--- src/rtl/nearest_neighbor_zoom_out_2x.sv ---
// 2x nearest-neighbour decimator: copies source pixel (2*ox, 2*oy)
// from the input RAM to output pixel (ox, oy), three cycles per pixel.
module nearest_neighbor_zoom_out_2x #(
    parameter int IMG_WIDTH_IN  = 160,
    parameter int IMG_HEIGHT_IN = 120,
    parameter int R_ADDR_W      = 15,
    parameter int W_ADDR_W      = 13
) (
    input  logic                clk,
    input  logic                reset_n,
    input  logic                start,
    input  logic [7:0]          pixel_in,
    output logic [R_ADDR_W-1:0] r_addr,
    output logic [7:0]          pixel_out,
    output logic [W_ADDR_W-1:0] w_addr,
    output logic                w_en,
    output logic                busy,
    output logic                done
);

    localparam int CW = 16;
    localparam logic [CW-1:0] OX_LAST = CW'(IMG_WIDTH_IN / 2 - 1);
    localparam logic [CW-1:0] OY_LAST = CW'(IMG_HEIGHT_IN / 2 - 1);
    localparam logic [R_ADDR_W-1:0] ROW_STEP = R_ADDR_W'(2 * IMG_WIDTH_IN);
    localparam logic [R_ADDR_W-1:0] COL_STEP = R_ADDR_W'(2);

    typedef enum logic [2:0] {
        IDLE  = 3'd0,
        ADDR  = 3'd1,
        WAIT  = 3'd2,
        WRITE = 3'd3,
        DONE  = 3'd4
    } state_t;

    state_t                state_q, state_d;
    logic [R_ADDR_W-1:0]   r_addr_q, r_addr_d;
    logic [R_ADDR_W-1:0]   row_base_q, row_base_d;
    logic [CW-1:0]         ox_q, ox_d;
    logic [CW-1:0]         oy_q, oy_d;
    logic [W_ADDR_W-1:0]   w_addr_q, w_addr_d;
    logic [7:0]            pix_q, pix_d;
    logic                  w_en_q, w_en_d;
    logic                  busy_q, busy_d;
    logic                  done_q, done_d;
    logic                  last_col, last_row;

    assign last_col = (ox_q == OX_LAST);
    assign last_row = (oy_q == OY_LAST);

    always_ff @(posedge clk or negedge reset_n) begin
        if (!reset_n) begin
            state_q    <= IDLE;
            r_addr_q   <= '0;
            row_base_q <= '0;
            ox_q       <= '0;
            oy_q       <= '0;
            w_addr_q   <= '0;
            pix_q      <= '0;
            w_en_q     <= 1'b0;
            busy_q     <= 1'b0;
            done_q     <= 1'b0;
        end else begin
            state_q    <= state_d;
            r_addr_q   <= r_addr_d;
            row_base_q <= row_base_d;
            ox_q       <= ox_d;
            oy_q       <= oy_d;
            w_addr_q   <= w_addr_d;
            pix_q      <= pix_d;
            w_en_q     <= w_en_d;
            busy_q     <= busy_d;
            done_q     <= done_d;
        end
    end

    always_comb begin
        state_d    = state_q;
        r_addr_d   = r_addr_q;
        row_base_d = row_base_q;
        ox_d       = ox_q;
        oy_d       = oy_q;
        w_addr_d   = w_addr_q;
        pix_d      = pix_q;
        w_en_d     = w_en_q;
        busy_d     = busy_q;
        done_d     = done_q;
        case (state_q)
            IDLE: begin
                if (start) begin
                    r_addr_d   = '0;
                    row_base_d = '0;
                    ox_d       = '0;
                    oy_d       = '0;
                    w_addr_d   = '0;
                    busy_d     = 1'b1;
                    done_d     = 1'b0;
                    state_d    = ADDR;
                end
            end
            ADDR: state_d = WAIT;
            WAIT: begin
                pix_d   = pixel_in;
                w_en_d  = 1'b1;
                state_d = WRITE;
            end
            WRITE: begin
                w_en_d = 1'b0;
                if (last_col && last_row) begin
                    done_d  = 1'b1;
                    state_d = DONE;
                end else begin
                    // next row starts two source rows further down
                    if (last_col) begin
                        ox_d       = '0;
                        oy_d       = oy_q + CW'(1);
                        row_base_d = row_base_q + ROW_STEP;
                        r_addr_d   = row_base_q + ROW_STEP;
                    end else begin
                        ox_d     = ox_q + CW'(1);
                        r_addr_d = r_addr_q + COL_STEP;
                    end
                    w_addr_d = w_addr_q + W_ADDR_W'(1);
                    state_d  = ADDR;
                end
            end
            DONE: begin
                done_d  = 1'b0;
                busy_d  = 1'b0;
                state_d = IDLE;
            end
            default: begin
                w_en_d  = 1'b0;
                busy_d  = 1'b0;
                done_d  = 1'b0;
                state_d = IDLE;
            end
        endcase
    end

    assign r_addr    = r_addr_q;
    assign pixel_out = pix_q;
    assign w_addr    = w_addr_q;
    assign w_en      = w_en_q;
    assign busy      = busy_q;
    assign done      = done_q;

endmodule

--- config.mk ---
export PLATFORM = sky130hd
export DESIGN_NAME = nearest_neighbor_zoom_out_2x
export DESIGN_NICKNAME = d
export VERILOG_FILES = /design/src/rtl/nearest_neighbor_zoom_out_2x.sv
export SDC_FILE = /design/constraint.sdc
export NUM_CORES = 1
export LEC_CHECK = 0
export CORE_ASPECT_RATIO = 1.2
export CORE_MARGIN = 3
export CORE_UTILIZATION = 63
export CTS_BUF_LIST = sky130_fd_sc_hd__clkbuf_4 sky130_fd_sc_hd__clkbuf_8
export DETAILED_ROUTE_END_ITERATION = 8
export PLACE_DENSITY_LB_ADDON = 0.2
export SLEW_MARGIN = 20
export SYNTH_ARGS = -nofsm -noshare
export SYNTH_HDL_FRONTEND = slang
export SYNTH_SLANG_ARGS = --single-unit
export TNS_END_PERCENT = 20
--- constraint.sdc ---
create_clock -name clk -period 4.6 [get_ports clk]
set_clock_uncertainty 0.05 [all_clocks]
set_input_delay 0.69 -clock clk [delete_from_list [all_inputs] [get_ports clk]]
set_output_delay 0.69 -clock clk [all_outputs]
set_load 0.02 [all_outputs]
==> impl_metrics.json <==
{
  "vias_per_cell": 6.57,
  "status": "complete, no violations",
  "grt_pass1_wl_mm": 18.8,
  "hold_buffers": 0,
  "path_cells": "ha_1 > and4bb_1 > nand4_2 > o21ai_2 > nand2_1 > a31oi_1",
  "synth_compound_area_share_pct": 20.6,
  "ys_types": 61,
  "drc": 0,
  "clkSinkCount": 83,
  "power_density_nw_per_um2": 559,
  "cts_max_level": 3,
  "rsz0062_at_grt": "no",
  "p_int_mw": 1.65,
  "initial_utilization_pct": 65.4,
  "setup-violations-final": 0,
  "netlist.top_cell.by_area": "dfrtp_1",
  "synthSimpleGateAreaFrac_pct": 22.6,
  "clk_latency_ns": 0.36,
  "report.final.hold_viol_count": 0,
  "core_um2": 6850,
  "synth_nets": 488,
  "synth_top_family_by_area": "simple AND/OR/NAND/NOR gates",
  "switchingPower_mw": 1.23,
  "fillers": 518,
  "synthAdderAreaFrac_pct": 1.39,
  "drt_iter0_drc": 299,
  "worst_ep_required_time_ns": 4.78,
  "tns_ns": 0,
  "p_leak_nw": 2.17,
  "ys.flop_type": "dfrtp_1",
  "clkPwrFrac_pct": 17.4,
  "gr-total-overflow": 0,
  "critPathLaunchType": "flop",
  "holdCritPathClass": "input port to async pin",
  "synth.area.top_cells": "dfrtp_1 46%, nand2_1 3.8%, o21ai_0 3.7%, a21oi_1 3.0%, nor2_1 2.6%",
  "netlist_instances": 472,
  "r2r-start": "oy_q[0]",
  "ff2ff_path_depth": 6,
  "dpl_cell_area_um2": 4980,
  "ant_nets": 0,
  "slew_violations": 0,
  "dpl.hpwl_mm": 7.41,
  "port_buffers": 49,
  "hold_ws_ns": 0.305,
  "routed_wl_mm": 11.2,
  "ys_seq_area_share_pct": 46.3,
  "place_congestion": 0.869,
  "root_buffer": "clkbuf_8",
  "cts_tree": "yes",
  "synth_top_area_share_pct": 46.3,
  "crit_slowest_cell": "o21ai_2",
  "maxCapViolations": 0,
  "max_stage_delay_ns": 0.63,
  "use_met3_pct": 6.10,
  "drive_gt1_share_pct": 8.37,
  "fin_area_um2": 5170,
  "power.total_mw": 2.89,
  "wl_per_cell_um": 18.7,
  "r2r_end": "w_addr[6]",
  "synthMuxAreaShare_pct": 2.45,
  "ctsResizeCount": 0,
  "vias": 3949,
  "seqPwrFrac_pct": 41.6,
  "reg2reg_setup_slack_ns": 1.48,
  "synth_xor_area_share_pct": 3.32,
  "synth_area_per_cell_um2": 9.50,
  "fp-row-count": 33,
  "worstPathMaxFanout": 16,
  "grt_max_degree": 84,
  "yosysWarnings": 0,
  "synthTopCellsByCount": "83 x dfrtp_1, 46 x nand2_1, 33 x o21ai_0",
  "slew_headroom_pct": 26.4,
  "finalCritPeriodShare_pct": 67.9,
  "met2_usage_pct": 48.4,
  "synth.most_common_cell": "dfrtp_1",
  "endpoint_kind": "flop",
  "ys_ff_latch": 83,
  "arrival_ns": 3.31,
  "fp.dieArea_um2": 8170,
  "async_flop_share_pct": 100,
  "vdd_drop_max_v": 0.000451,
  "finalCriticalPeriod_ns": 3.12,
  "path_clk_slew_ns": 0.09,
  "drt-pass1-iter-count": 4,
  "cts_setup_buffers": 0,
  "die_h_um": 98.4,
  "worstSetupPathType": "flop to flop",
  "place_inst": 585,
  "syn_to_final_growth_pct": 15.2,
  "worst_pin_slew_ns": 1.10,
  "cts_buffer_depth": 2,
  "nets": 525,
  "busiest_layer": "met2",
  "die_x_um": 83.0,
  "grt_pass1_vias": 3873,
  "fmax_mhz": 320,
  "grt_usage_pct": 28.1,
  "sw_frac_of_total_pct": 42.7,
  "diodes": 0,
  "final_cell_count_no_fill": 601,
  "crit_family": "compound AO/OA/AOI/OAI gates",
  "combPwrFrac_pct": 41.0,
  "synth_edf_count": 0,
  "met1_usage_pct": 35.1,
  "numCtsBuffers": 9,
  "pin_count": 50,
  "antenna_found_initial": 0,
  "synth_area_um2": 4490,
  "cp_num_buf_inv": 0
}
-- flip-flops by register name, indices dropped and copies added (netlist names) --
| signal | cells |
|---|---|
| oy_q | 16 |
| busy | 1 |
| w_en | 1 |
| r_addr | 15 |
| ox_q | 16 |
| w_addr | 13 |
| done | 1 |
| state_q | 3 |
| row_base_q | 9 |
| pixel_out | 8 |
-- per-layer routing --
metal  up-vias  routed length (µm)
met2       128                5800
met5         -                   0
met4         0                 206
met1      1949                4550
li1       1850                   -
met3        22                 657
-- placed cells by master (no fill, tap or decap), types with 4 or more instances in the layout --
cell             count
a211o_1              4
a21oi_1             27
a22o_1              11
a22oi_1              5
a31oi_1             14
a41oi_1              5
and2_1               4
and3_1              13
and4_1               7
clkbuf_8            11
clkdlybuf4s50_1     48
dfrtp_1             83
ha_1                 5
inv_1                8
mux2_2               8
nand2_1             46
nand3_1             22
nand4_1             13
nor2_1              31
nor3_1              13
nor4_1               6
o21ai_0             33
o22ai_1              6
o31ai_1              9
or3_1                6
xnor2_1              7
xor2_1              10
-- cell type report --
cell class | count | area, µm² | share of cell area [%]
clock buffers | 12 | 159 | 3.08
clock inverters | 4 | 25.0 | 0.484
inverters | 8 | 30.0 | 0.581
multi-input cells | 356 | 2260 | 43.8
flip-flops and latches | 83 | 2080 | 40.2
well taps | 87 | 109 | 2.11
repair buffers | 51 | 507 | 9.81
-- cells by family after synthesis --
family	after synthesis
compound gates	141
xor+xnor	17
fa+ha+maj	5
buf+inv	33
flops	83
mux	10
simple gates	183
-- power groups by stage --
stage               logic (mW)  clock network, mW  registers [mW]
finish                    1.18              0.503            1.20
global route              1.28              0.535            1.24
CTS                       1.18              0.502            1.20
detailed placement        1.17                  0            1.21
global placement          1.14                  0            1.19
floorplan                0.707                  0            1.24
-- metrics by stage --
step	util [%]	setup WS (ns)
after global placement	72.7	1.73
final	75.4	1.48
after floorplan	-	2.49
after detailed placement	72.7	1.67
after global routing	75.4	1.30
after CTS	75.3	1.56
-- worst max path at each step --
| stage | to | slack (ns) | depth (start not counted) | startpoint |
|---|---|---|---|---|
| 4_1_cts | w_addr[6] | 1.56 | 6 | oy_q[0] |
| 3_5_place_dp | oy_q[10] | 1.67 | 7 | start |
| 6_report | w_addr[6] | 1.48 | 6 | oy_q[0] |
| 2_1_floorplan | ox_q[3] | 2.49 | 8 | oy_q[0] |
| 3_3_place_gp | oy_q[10] | 1.73 | 7 | start |
| 5_1_grt | w_addr[6] | 1.30 | 6 | oy_q[0] |
(Power assumes the default switching activity.)
